[src/rtl/dmem_arb_pkg.sv]
// Shared types and constants for the data-memory arbiter slice.
package dmem_arb_pkg;

  typedef enum logic {IDLE, BURST} arb_state_t;
  typedef enum logic {REQ_CORE, REQ_DMA} req_id_t;

  localparam int WORD_BYTES = 4;

endpackage

[src/rtl/dmem_arbiter_burst_addr_gen.sv]
// DMA burst address/beat counter: loads start address and length at ack,
// advances one word per beat and flags the final beat.
module burst_addr_gen
  import dmem_arb_pkg::*;
#(
  parameter int ADDR_W  = 32,
  parameter int BURST_W = 4
) (
  input  logic               clk,
  input  logic               reset,
  input  logic               load,
  input  logic [ADDR_W-1:0]  loadAddr,
  input  logic [BURST_W-1:0] loadLen,
  input  logic               step,
  output logic [ADDR_W-1:0]  beatAddr,
  output logic               lastBeat
);

  logic [ADDR_W-1:0]  addrReg;
  logic [BURST_W-1:0] countReg;

  // Start address is forced word aligned; stepping wraps silently at 2^ADDR_W.
  always_ff @(posedge clk) begin
    if (!reset) begin
      addrReg  <= '0;
      countReg <= '0;
    end else if (load) begin
      addrReg  <= loadAddr & ~ADDR_W'(WORD_BYTES - 1);
      countReg <= loadLen;
    end else if (step) begin
      addrReg  <= addrReg + ADDR_W'(WORD_BYTES);
      countReg <= countReg - BURST_W'(1);
    end
  end

  assign beatAddr = addrReg;
  assign lastBeat = (countReg == '0);

endmodule

[src/rtl/dmem_arbiter.sv]
// Round-robin arbiter sharing one data-memory port between single-beat core
// accesses and DMA word bursts of 1..MAX_BURST beats.
module dmem_arbiter
  import dmem_arb_pkg::*;
#(
  parameter int ADDR_W    = 32,
  parameter int DATA_W    = 32,
  parameter int MAX_BURST = 16,
  localparam int BURST_W  = $clog2(MAX_BURST)
) (
  input  logic               clk,
  input  logic               reset,
  input  logic               core_req,
  input  logic               core_we,
  input  logic [ADDR_W-1:0]  core_addr,
  input  logic [DATA_W-1:0]  core_wdata,
  output logic               core_gnt,
  output logic [DATA_W-1:0]  core_rdata,
  input  logic               dma_req,
  input  logic               dma_we,
  input  logic [ADDR_W-1:0]  dma_addr,
  input  logic [BURST_W-1:0] dma_len,
  output logic               dma_ack,
  input  logic [DATA_W-1:0]  dma_wdata,
  output logic               dma_wready,
  output logic [DATA_W-1:0]  dma_rdata,
  output logic               dma_rvalid,
  output logic               dma_done,
  output logic               mem_we,
  output logic [ADDR_W-1:0]  mem_addr,
  output logic [DATA_W-1:0]  mem_wdata,
  input  logic [DATA_W-1:0]  mem_rdata
);

  arb_state_t        state, stateNext;
  req_id_t           rrPtr, rrPtrNext;
  logic              burstWe, loadBurst, stepBeat, lastBeat;
  logic [ADDR_W-1:0] beatAddr;

  burst_addr_gen #(
    .ADDR_W (ADDR_W),
    .BURST_W(BURST_W)
  ) addrGen (
    .clk     (clk),
    .reset   (reset),
    .load    (loadBurst),
    .loadAddr(dma_addr),
    .loadLen (dma_len),
    .step    (stepBeat),
    .beatAddr(beatAddr),
    .lastBeat(lastBeat)
  );

  always_ff @(posedge clk) begin
    if (!reset) begin
      state   <= IDLE;
      rrPtr   <= REQ_CORE;
      burstWe <= 1'b0;
    end else begin
      state <= stateNext;
      rrPtr <= rrPtrNext;
      if (loadBurst) burstWe <= dma_we;
    end
  end

  always_comb begin
    stateNext  = state;
    rrPtrNext  = rrPtr;
    core_gnt   = 1'b0;
    dma_ack    = 1'b0;
    dma_wready = 1'b0;
    dma_rvalid = 1'b0;
    dma_done   = 1'b0;
    mem_we     = 1'b0;
    mem_addr   = core_addr;
    mem_wdata  = core_wdata;
    loadBurst  = 1'b0;
    stepBeat   = 1'b0;
    unique case (state)
      IDLE: begin
        if (core_req && (!dma_req || rrPtr == REQ_CORE)) begin
          core_gnt  = 1'b1;
          mem_we    = core_we;
          rrPtrNext = REQ_DMA;
        end else if (dma_req) begin
          // Ack cycle only latches operands; the port stays idle.
          dma_ack   = 1'b1;
          loadBurst = 1'b1;
          rrPtrNext = REQ_CORE;
          stateNext = BURST;
        end
      end
      BURST: begin
        mem_addr = beatAddr;
        stepBeat = 1'b1;
        if (burstWe) begin
          mem_we     = 1'b1;
          mem_wdata  = dma_wdata;
          dma_wready = 1'b1;
        end else begin
          dma_rvalid = 1'b1;
        end
        if (lastBeat) begin
          dma_done  = 1'b1;
          stateNext = IDLE;
        end
      end
      default: stateNext = IDLE;
    endcase
    // Handshakes and writes are suppressed for the whole time reset is held.
    if (!reset) begin
      core_gnt   = 1'b0;
      dma_ack    = 1'b0;
      dma_wready = 1'b0;
      dma_rvalid = 1'b0;
      dma_done   = 1'b0;
      mem_we     = 1'b0;
      loadBurst  = 1'b0;
      stepBeat   = 1'b0;
    end
  end

  assign core_rdata = mem_rdata;
  assign dma_rdata  = mem_rdata;

endmodule

[config.mk]
export PLATFORM = sky130hd
export DESIGN_NAME = dmem_arbiter
export DESIGN_NICKNAME = d
export VERILOG_FILES = /design/src/rtl/dmem_arb_pkg.sv /design/src/rtl/dmem_arbiter_burst_addr_gen.sv /design/src/rtl/dmem_arbiter.sv
export SDC_FILE = /design/constraint.sdc
export NUM_CORES = 1
export LEC_CHECK = 0
export CORE_AREA = 2 2 118 120
export DETAILED_ROUTE_END_ITERATION = 6
export DIE_AREA = 0 0 120 122
export PLACE_DENSITY = 0.81
export SYNTH_ARGS = -nofsm -noshare
export SYNTH_HDL_FRONTEND = slang
export SYNTH_HIERARCHICAL = 1
export SYNTH_SLANG_ARGS = --single-unit
[constraint.sdc]
create_clock -name clk -period 4.7 [get_ports clk]
set_input_delay 1.175 -clock clk [delete_from_list [all_inputs] [get_ports clk]]
set_output_delay 1.175 -clock clk [all_outputs]
set_load 0.02 [all_outputs]
==> results_dict.tcl, run 1 <==
set metrics [dict create \
    status "completed" \
    final-hold-violation-count 0 \
    synth_area_leader_cell "mux2_4" \
    vias 3447 \
    ios 304 \
    clock-sinks 37 \
    clk_pin_slew_ns 0.06 \
    swShare_pct 29.2 \
    cts_inserted_buffers 5 \
    max-vdd-ir-drop_v 0.000109 \
    grt_pass1_wl_mm 18.5 \
    finalCritPeriodShare_pct 85.1 \
    max_cap_violations 0 \
    power_density_mw_per_mm2 211 \
    rsz0062_at_grt "no" \
    viasPerCell 4.80 \
    fin_crit_ns 4.00 \
    grt_max_degree 43 \
    timing.hold.ws_ns 0.530 \
    max_slew_margin_pct 32.3 \
    cts_root_buf "clkbuf_16" \
    r2r_cells 8 \
    clock_latency_ns 0.28 \
    ys_ff_latch 37 \
    power_mw 1.16 \
    setup-tns-final_ns 0 \
    ctsHoldBuffers 0 \
    synth_most_common_cell "buf_4" \
    synth_top_area_share_pct 23.2 \
    routed_wl_mm 12.6 \
    synth-main-ff-cell "dfxtp_1" \
    gp_congestion 0.803 \
    drc_errors 0 \
    synth_cell_types 57 \
    synth_warnings 6 \
    critical_path_class "in2out" \
    cts_htree_levels 2 \
    track_usage_pct 16.3 \
    cp_data_arrival_time_ns 2.82 \
    p_comb_share_pct 38.4 \
    die_w_microns 120 \
    crit_required_ns 3.52 \
    setup_violations 0 \
    first_global_vias 3279 \
    startpoint_type "primary input" \
    synthArstFlopShare_pct 0 \
    worst_slack_ns 0.702 \
    place_ws_ns 0.690 \
    die_h_microns 122 \
    syn_avg_cell_area_sq_um 9.08 \
    syn_area_sq_mm 0.00375 \
    grt_overflow_total 0 \
    path_max_fanout 3 \
    antenna_cells 0 \
    wire_per_inst_microns 17.6 \
    numPortBuffers 205 \
    hold_depth 2 \
    p_int_uw 824 \
    switchingPower_uw 340 \
    cts_tree "yes" \
    worst_pin_slew_ns 1.01 \
    p_leak_nw 2.17 \
    seqPwrFrac_pct 32.5 \
    synth_cells 413 \
    core-area_sq_mm 0.0135 \
    initial_core_util_pct 27.8 \
    cts_buffer_depth 2 \
    drive_gt1_share_pct 16.0 \
    rows 43 \
    final_antenna_net_count 0 \
    postCtsSetupRepairBufs 0 \
    die_area_sq_mm 0.0146 \
    synth_common_cells "66 x buf_4, 58 x mux2_4, 37 x dfxtp_1, 28 x o21ai_0, 21 x nand2_1" \
    hpwl_mm 10.2 \
    final_max_slew_viol_count 0 \
    worstHoldPathType "reg2reg" \
    drt-initial-drc-count 137 \
    skew_ns 0.00776 \
    ys_seq_area_share_pct 19.8 \
    power.clock.fraction_pct 29.0 \
    post_cts_resize_count 0 \
    antenna_found_initial 0 \
    nNetsFinal 710 \
    syn_to_final_growth_pct 47.4 \
    fmax_mhz 250 \
    drtPass1Iterations 4 \
    post-route-util_pct 40.9 \
    synth_edf_count 0 \
    endpoint_kind "output port" \
    synth.area.top_cells "mux2_4 23%, dfxtp_1 20%, buf_4 13%, o21ai_0 3.7%, nand4_1 2.2%" \
]
worst paths after layout:
path	startpoint	to	slack, ns
setup / recovery	dma_req	dma_ack	0.70
hold / removal	burstWe	burstWe	0.53
setup reg to reg	state	addrGen/beatAddr[2]	1.88
hold reg to reg	burstWe	burstWe	0.53
per-stage QoR:
step | std cells | instance area [sq um]
after floorplan | 414 | 3750
after global placement | 711 | 5380
after detailed placement | 711 | 5380
after CTS | 718 | 5520
after global routing | 718 | 5520
final | 718 | 5520
power groups by stage:
stage | clock network (mW) | registers, mW | logic, mW
4_1_cts | 0.343 | 0.379 | 0.451
3_3_place_gp | 0 | 0.386 | 0.444
5_1_grt | 0.352 | 0.384 | 0.474
2_1_floorplan | 0 | 0.366 | 0.319
3_5_place_dp | 0 | 0.386 | 0.448
6_report | 0.338 | 0.379 | 0.447
flip-flops by register name (all words and copies together), names as in the netlist:
register	count
state	1
addrGen/beatAddr	30
addrGen/countReg	4
burstWe	1
rrPtr	1
worst max-delay path: stages:
cell	delay, ns
clkdlybuf4s50_1	0.49
nand2b_1	0.08
a21oi_1	0.27
and2_1	0.19
clkdlybuf4s50_1	0.61
routing by layer:
| metal | up-vias | part of all wire, % | global-route usage [%] |
|---|---|---|---|
| li1 | 1685 | - | - |
| met1 | 1575 | 42 | 20.0 |
| met2 | 166 | 47 | 27.4 |
| met3 | 21 | 8.8 | 5.06 |
| met4 | 0 | 1.8 | 4.63 |
| met5 | - | 0 | 0 |
logic make-up (layout without fill, tap and decap cells):
family | count (synthesis) | in the layout | synth area share (%)
DFF | 37 | 37 | 19.8
other | 1 | 2 | 0.100
and+or+nand+nor | 123 | 123 | 19.2
muxes | 66 | 66 | 25.6
buffers and inverters | 100 | 224 | 19.1
adders and majority gates | 2 | 2 | 0.667
xor gates and xnor gates | 13 | 13 | 3.04
AOI/OAI and AO/OA | 71 | 71 | 12.6
layout by cell type (no fill, tap or decap), types with 8 or more instances in the layout:
master and instances:
nand3_1 14, nor2_1 9, dfxtp_1 36, xnor2_1 8
a31oi_1 8, nand4_1 13, o21ai_0 28, nor3_1 9
mux2_4 58, nand2_1 21, clkdlybuf4s50_1 204, o211a_1 8
layout make-up:
class	instances	area, sq um
tap	180	225
inverter	7	26.3
clock inverter	1	7.51
sequential	37	742
timing repair buffer	210	2090
clock buffer	6	139
fill	1309	7980
multi-input combinational	277	2300
(Power assumes the default switching activity.)
==> run 2: changes to the inputs <==
Settings changed: CAP_MARGIN set to 25, GPL_ROUTABILITY_DRIVEN set to 1.
==> results of run 2 <==
Final layout, timing and power as in run 1 (identical DEF).
==> run 3: changes to the inputs <==
Clock period 4.7 ns to 4.4 ns, I/O delays scaled along.
==> results_dict.tcl, run 3 (same netlist as run 1, synthesis figures left out) <==
set metrics [dict create \
    power_density_mw_per_mm2 244 \
    worstHoldPathType "reg2reg" \
    grt_max_degree 41 \
    cts_root_buf "clkbuf_16" \
    setup_violations 0 \
    viasPerCell 4.83 \
    most-common-layout-cells "204 x clkdlybuf4s50_1, 58 x mux2_4, 36 x dfxtp_1" \
    ios 304 \
    die_h_microns 122 \
    cp_num_cells 5 \
    initial_core_util_pct 27.8 \
    cpMostUsedCell "clkdlybuf4s50_1" \
    postCtsSetupRepairBufs 0 \
    cp_data_arrival_time_ns 2.73 \
    first_global_vias 3314 \
    clk_pin_slew_ns 0.06 \
    die_area_sq_mm 0.0146 \
    wire_per_inst_microns 17.7 \
    antenna_found_initial 0 \
    setup-tns-final_ns 0 \
    drc_errors 0 \
    drtPass1Iterations 4 \
    rr_endpoint "addrGen/countReg[0]" \
    numPortBuffers 205 \
    final_antenna_net_count 0 \
    post-route-util_pct 41.3 \
    largest_reg_flops 30 \
    fmax_mhz 261 \
    regToRegStartpoint "state" \
    path_cells "clkdlybuf4s50_1 -> nand2b_1 -> a21oi_1 -> and2_1 -> clkdlybuf4s50_1" \
    antenna_cells 0 \
    critPathMaxStageDelay_ns 0.61 \
    multiInputGateArea_sq_mm 0.00230 \
    finalCritPeriodShare_pct 87.1 \
    path_max_fanout 3 \
    grt_overflow_total 0 \
    cts_tree "yes" \
    nNetsFinal 711 \
    cts_inserted_buffers 5 \
    fin_crit_ns 3.83 \
    crit_required_ns 3.30 \
    max-vdd-ir-drop_v 0.000166 \
    hpwl_mm 10.2 \
    hold_depth 2 \
    drt-initial-drc-count 175 \
    hold-path-endpoint "burstWe" \
    cts_buffer_depth 2 \
    endpoint_kind "output port" \
    final_common_cell "clkdlybuf4s50_1" \
    syn_to_final_growth_pct 48.8 \
    final_max_slew_viol_count 0 \
    nFillCells 1295 \
    cts_htree_levels 2 \
    drive_gt1_share_pct 16.3 \
    cp_num_buf_inv 2 \
    rows 43 \
    regArea_sq_um 742 \
    skew_ns 0.00823 \
    final-hold-violation-count 0 \
    status "completed" \
    post_cts_resize_count 0 \
    max_slew_margin_pct 42.3 \
    crit_family "buffers and inverters" \
    r2r_setup_slack_ns 1.91 \
    vias 3481 \
    clock-sinks 37 \
    hold_path.startpoint "burstWe" \
    worst_pin_slew_ns 0.858 \
    track_usage_pct 16.6 \
    routed_wl_mm 12.8 \
    core-area_sq_mm 0.0135 \
    slowest_stage "clkdlybuf4s50_1" \
    gp_congestion 0.813 \
    critical_path_class "in2out" \
    p_leak_nw 2.20 \
    clock_latency_ns 0.29 \
    die_w_microns 120 \
    max_cap_violations 0 \
    r2r_cells 7 \
    ctsHoldBuffers 0 \
    startpoint_type "primary input" \
    grt_pass1_wl_mm 18.9 \
    rsz0062_at_grt "no" \
]
## run 3: worst min-delay path, cell delays in order, from the launching register on
cell,delay (ns)
dfxtp_1,0.36
nand2_1,0.08
mux2i_1,0.05
## run 3: worst max-delay path by stage
stage	startpoint	endpoint	slack (ns)
floorplan	reset	mem_we	1.35
global placement	dma_req	dma_ack	0.58
detailed placement	dma_req	dma_ack	0.55
CTS	dma_req	dma_ack	0.55
global route	reset	mem_we	0.50
finish	dma_req	dma_ack	0.57
## run 3: area by class of cell
cell class                      count  share of cell area (%)
Clock buffer                        5                    2.24
Sequential cell                    37                    13.3
Multi-Input combinational cell    277                    41.2
Inverter                            7                   0.471
Timing Repair Buffer              211                    37.5
Tap cell                          180                    4.04
Clock inverter                      3                    1.23
## run 3: layer usage
metal	vias up	wire length [microns]	share of wire (%)	track usage, %
li1	1694	-	-	-
met1	1598	5350	42	20.7
met2	170	5960	47	27.5
met3	19	1220	9.6	5.43
met4	0	233	1.8	4.56
met5	-	0	0	0
## run 3: where the power goes
part	switching [mW]	internal [mW]	leakage [nW]	total, mW
clock network	0.153	0.327	0.0944	0.480
logic	0.186	0.299	1.81	0.484
registers	0.0396	0.360	0.303	0.400
## run 3: through the flow
stage | hold slack (ns) | instance area (sq um) | power (mW) | setup slack [ns] | std cells
floorplan | 0.466 | 3750 | 0.731 | 1.35 | 414
global placement | 0.522 | 5390 | 0.887 | 0.581 | 712
detailed placement | 0.529 | 5390 | 0.893 | 0.551 | 712
CTS | 0.539 | 5580 | 1.37 | 0.551 | 720
global route | 0.553 | 5580 | 1.42 | 0.497 | 720
finish | 0.534 | 5580 | 1.36 | 0.566 | 720
==> RTL change 1, RTL diff (config.mk and constraints of run 1) <==
Change the parameter `MAX_BURST` from 16 to 8.
--- a/src/rtl/dmem_arbiter.sv
+++ b/src/rtl/dmem_arbiter.sv
@@ -7,3 +7,3 @@
   parameter int DATA_W    = 32,
-  parameter int MAX_BURST = 16,
+  parameter int MAX_BURST = 8,
   localparam int BURST_W  = $clog2(MAX_BURST)
Interface: changed (resized dma_len); port bits go from 304 to 303. The function was not compared with the original's and may differ.
==> RTL change 1 against run 1 <==
- power increased by 2.5%
- sequential cell count is 1 lower
- final area fell by 0.23%
- clock skew is 0.00063 ns higher
- sequential share of layout area decreased by 0.33 points
- worst setup slack improved by 0.052 ns
- wire length is 2.3% higher
- area after synthesis fell by 0.73%
- non-clock buffer count rose by 2
- first-iteration DRC count is 26% higher
==> RTL change 1: results (changes against run 1) <==
setup TNS - 0 ns (unchanged)
first-pass GRT wire length - 18,300 µm (-1.2%)
final net count - 706 (-0.56%)
relative slew slack - 0.167 (-0.156)
CTS resizes - 0 (unchanged)
cts bufs inserted - 5 (unchanged)
critical-path maximum fanout - 9 (+6)
initial antenna violation count - 0 (unchanged)
status - finished clean
DRT Pass-1 Iters - 4 (unchanged)
Tightest Hold Check Type - reg -> reg
Min Hold Slack - 0.537 ns (+0.00733 ns)
gpl congestion - 0.769 (-4.2%)
pin count of the biggest net entering global routing - 46 (+7.0%)
met3 Use GR - 0.0496 (-0.000936)
CTS Buffer Depth - 2 (unchanged)
leakage power - 2.20 nW (+1.1%)
CTS H-tree depth - 2 (unchanged)
GR Util All Layers - 0.161 (-0.00179)
flop-to-flop setup slack - 1.57 ns (-0.31 ns)
worst-skew pair later-pin latency - 0.28 ns (about the same)
VDD IR max - 150 µV (+37%)
layout cell share with drive strength beyond 1 - 0.178 (+0.0177)
asr flop ratio synth - 0 (unchanged)
post-CTS setup buffers - 0 (unchanged)
initial drt markers - 172 (+26%)
register area share after synthesis - 0.194 (-0.00392)
met2 global-route usage - 0.284 (+0.0103)
critical path's largest stage delay - 0.72 ns (+0.11 ns)
CP Data Arrival Time - 2.77 ns (-0.05 ns)
CTS clk-pin slew, worst paths - 0.06 ns (about the same)
Port Buffers - 204 (-0.49%)
wirelength, routed - 12,900 µm (+2.3%)
vias in the first global route - 3,186 (-2.8%)
Vias - 3,425 (-0.64%)
filler cell count in the final layout - 1,316 (+0.53%)
yosys warns - 6 (unchanged)
delay-heaviest family, CP - buffers and inverters
Commonest cells post-synth - buf_4, mux2_4, dfxtp_1, o21ai_0, nand2_1
HPWL after detailed placement - 10,300 µm (+0.53%)
largest cells by area after synthesis - mux2_4, dfxtp_1, buf_4
GRT met1 Usage - 0.191 (-0.00884)
ys flop type - dfxtp_1
CTS root buffer - clkbuf_16
skew final - 0.00839 ns (+0.000625 ns)
Synth cell types - 53 (-7.0%)
==> RTL change 1: cell count changes after synthesis, moves of 5 or more <==
cell | before | now
o21ai_0 | 28 | 21
a31oi_1 | 8 | 13
clkbuf_1 | 17 | 12
o31ai_1 | 4 | 9
==> RTL change 1: worst reg2reg max path, delay by kind of cell, from the launching register on <==
| kind | cells | cell delay (ns) |
|---|---|---|
| buffers and inverters | 3 | 1.74 |
| AO/OA/AOI/OAI | 2 | 0.34 |
| flip-flops | 1 | 0.35 |
| AND/OR/NAND/NOR | 3 | 0.61 |
==> RTL change 1: metrics by stage <==
stage / area, µm² / worst slack, ns / std cells
after floorplan: 3720 / 1.50 / 406
after CTS: 5510 / 0.690 / 715
final: 5510 / 0.754 / 716
after detailed placement: 5350 / 0.603 / 707
after global routing: 5510 / 0.607 / 715
after global placement: 5350 / 0.667 / 707
==> RTL change 1: final timing paths <==
path | to | startpoint | depth (start not counted)
worst min register to register | addrGen/beatAddr[21] | addrGen/beatAddr[21] | 2
worst min-delay path | addrGen/beatAddr[21] | addrGen/beatAddr[21] | 2
worst max-delay path | dma_rvalid | reset | 4
worst max register to register | addrGen/beatAddr[26] | state | 8
==> RTL change 1: kinds of logic after synthesis <==
family,Yosys count,share of synthesized area
DFF,36,0.194
AOI/OAI and AO/OA,76,0.138
adders and majority gates,3,0.0101
buffers and inverters,102,0.199
muxes,66,0.258
and+or+nand+nor,111,0.178
other,1,0.00101
xor gates and xnor gates,10,0.0235
==> RTL change 1: layout make-up <==
| cell class | count | area (µm²) | area share |
|---|---|---|---|
| Inverter | 11 | 41.3 | 0.00749 |
| Sequential cell | 36 | 722 | 0.131 |
| Tap cell | 180 | 225 | 0.0409 |
| Multi-Input combinational cell | 268 | 2260 | 0.411 |
| Clock inverter | 2 | 35.0 | 0.00636 |
| Antenna cell | 1 | 2.50 | 0.000454 |
| Clock buffer | 6 | 129 | 0.0234 |
| Timing Repair Buffer | 212 | 2090 | 0.380 |
==> RTL change 1: routing by layer <==
layer,share of wire,vias up
met3,0.088,16
met5,0,-
li1,-,1681
met1,0.39,1553
met4,0.016,0
met2,0.50,175
==> RTL change 1: power by group <==
| group | total (mW) | switching [mW] | internal, mW |
|---|---|---|---|
| Sequential | 0.366 | 0.0355 | 0.330 |
| Combinational | 0.444 | 0.172 | 0.273 |
| Clock | 0.384 | 0.134 | 0.250 |
==> RTL change 2, RTL diff (settings of run 1) <==
Without the edit above. Make the reset (`reset`) asynchronous in 2 clocked blocks.
--- a/src/rtl/dmem_arbiter_burst_addr_gen.sv
+++ b/src/rtl/dmem_arbiter_burst_addr_gen.sv
@@ -22,3 +22,3 @@
   // Start address is forced word aligned; stepping wraps silently at 2^ADDR_W.
-  always_ff @(posedge clk) begin
+  always_ff @(posedge clk or negedge reset) begin
     if (!reset) begin
--- a/src/rtl/dmem_arbiter.sv
+++ b/src/rtl/dmem_arbiter.sv
@@ -53,3 +53,3 @@
 
-  always_ff @(posedge clk) begin
+  always_ff @(posedge clk or negedge reset) begin
     if (!reset) begin
Check against the original RTL: differs if reset is asserted again (counterexample within 4 cycles, from zero or initial values and one cycle with reset low); with reset held inactive, the same outputs for 10 cycles.
==> RTL change 2 against run 1 <==
- wire length decreased by 11%
- sequential cell count stayed put
- final area down 3.8%
- utilization fell by 1.6 points
- cell count decreased by 3.1%
- count of clock-buffer cells in the layout did not move
- worst setup slack improved by 0.11 ns
- critical endpoint is now mem_we
- worst hold slack improved by 0.026 ns
- via count decreased by 7.2%
- die area did not move
- area after synthesis fell by 7.5%
Power is not compared: it rests on default switching activity, and its combinational part moved more than twofold at a synthesized area within 25%.
==> RTL change 2: results (changes against run 1) <==
status - finished clean
clock network area share - 0.0261 (-0.000364)
ys flop type - dfrtp_1
flop-to-flop setup slack - 2.10 ns (+0.22 ns)
multi-input combinational area share - 0.360 (-0.0561)
comb_multi_in - 255 (-7.9%)
asr flop ratio synth - 1.00 (+1.00)
critical path's largest stage delay - 0.55 ns (-0.06 ns)
Vias/cell - 4.60 (-4.2%)
met2 global-route usage - 0.231 (-0.0430)
register area share after synthesis - 0.267 (+0.0695)
Layout non-clock buf frac - 0.394 (+0.0159)
initial drt markers - 99 (-28%)
hold endpoint - rrPtr
layout cell share with drive strength beyond 1 - 0.120 (-0.0397)
HPWL after detailed placement - 8930 µm (-12%)
largest cells by area after synthesis - dfrtp_1, buf_4, mux2_2
pin count of the biggest net entering global routing - 45 (+4.7%)
reg2reg end - addrGen/beatAddr[19]
reg2reg path depth - 7 (-1)
relative slew slack - 0.499 (+0.176)
GR Util All Layers - 0.149 (-0.0132)
Inverters - 5 (-2)
P&R area growth vs syn - 53.3%
Seq area share - 0.174 (+0.0402)
WL met3 - 878 µm (-21%)
reg-to-reg startpoint - state
GRT met1 Usage - 0.204 (+0.00400)
Commonest cells post-synth - buf_4, dfrtp_1, mux2_2, nand2_1, mux2_1
critical-path maximum fanout - 4 (+1)
skew final - 0.00457 ns (-0.00320 ns)
M1 WL - 5240 µm (-2.0%)
DR WL/cell - 16.2 µm (-7.8%)
filler cell count in the final layout - 1,373 (+4.9%)
Non-CTS buffers - 211 (+0.48%)
Post-DP Area - 5170 µm² (-3.8%)
first-pass GRT wire length - 17,100 µm (-7.5%)
vias in the first global route - 3,028 (-7.7%)
final net count - 687 (-3.2%)
met3 Use GR - 0.0449 (-0.00562)
DR WL met2 - 4970 µm (-16%)
Synth cell types - 47 (-18%)
gpl congestion - 0.856 (+6.7%)
[RTL change 2: kinds of logic (layout without fill, tap and decap cells)]
| group | Yosys count | after routing | share of synthesized area |
|---|---|---|---|
| buffers and inverters | 89 | 224 | 0.183 |
| XOR/XNOR | 16 | 16 | 0.0404 |
| AO/OA/AOI/OAI | 50 | 50 | 0.0870 |
| adder cells (fa/ha/maj) | 2 | 2 | 0.00722 |
| other | 1 | 2 | 0.00108 |
| AND/OR/NAND/NOR | 114 | 114 | 0.185 |
| multiplexers | 71 | 71 | 0.229 |
| flip-flops | 37 | 37 | 0.267 |
[RTL change 2: worst max path at each step]
| stage | cells after the start | to | start | slack [ns] |
|---|---|---|---|---|
| 6_report | 5 | mem_we | dma_req | 0.82 |
| 2_1_floorplan | 3 | mem_we | reset | 1.70 |
| 4_1_cts | 5 | mem_we | dma_req | 0.82 |
| 3_5_place_dp | 5 | mem_we | dma_req | 0.83 |
| 5_1_grt | 5 | mem_we | dma_req | 0.76 |
| 3_3_place_gp | 5 | mem_we | dma_req | 0.84 |
[RTL change 2: stage by stage]
| step | hold WS (ns) | total power, mW | cells | util | worst slack, ns |
|---|---|---|---|---|---|
| 2_1_floorplan | 0.483 | 1.65 | 381 | - | 1.70 |
| 3_3_place_gp | 0.516 | 2.28 | 688 | 0.383 | 0.839 |
| 3_5_place_dp | 0.530 | 2.31 | 688 | 0.383 | 0.827 |
| 4_1_cts | 0.550 | 2.65 | 696 | 0.393 | 0.819 |
| 5_1_grt | 0.599 | 2.80 | 696 | 0.393 | 0.756 |
| 6_report | 0.556 | 2.62 | 696 | 0.393 | 0.816 |
[RTL change 2: tightest hold or removal path, cell delays in order (launching register included)]
cell	delay (ns)
dfrtp_1	0.36
o21ai_0	0.09
o21ai_0	0.07
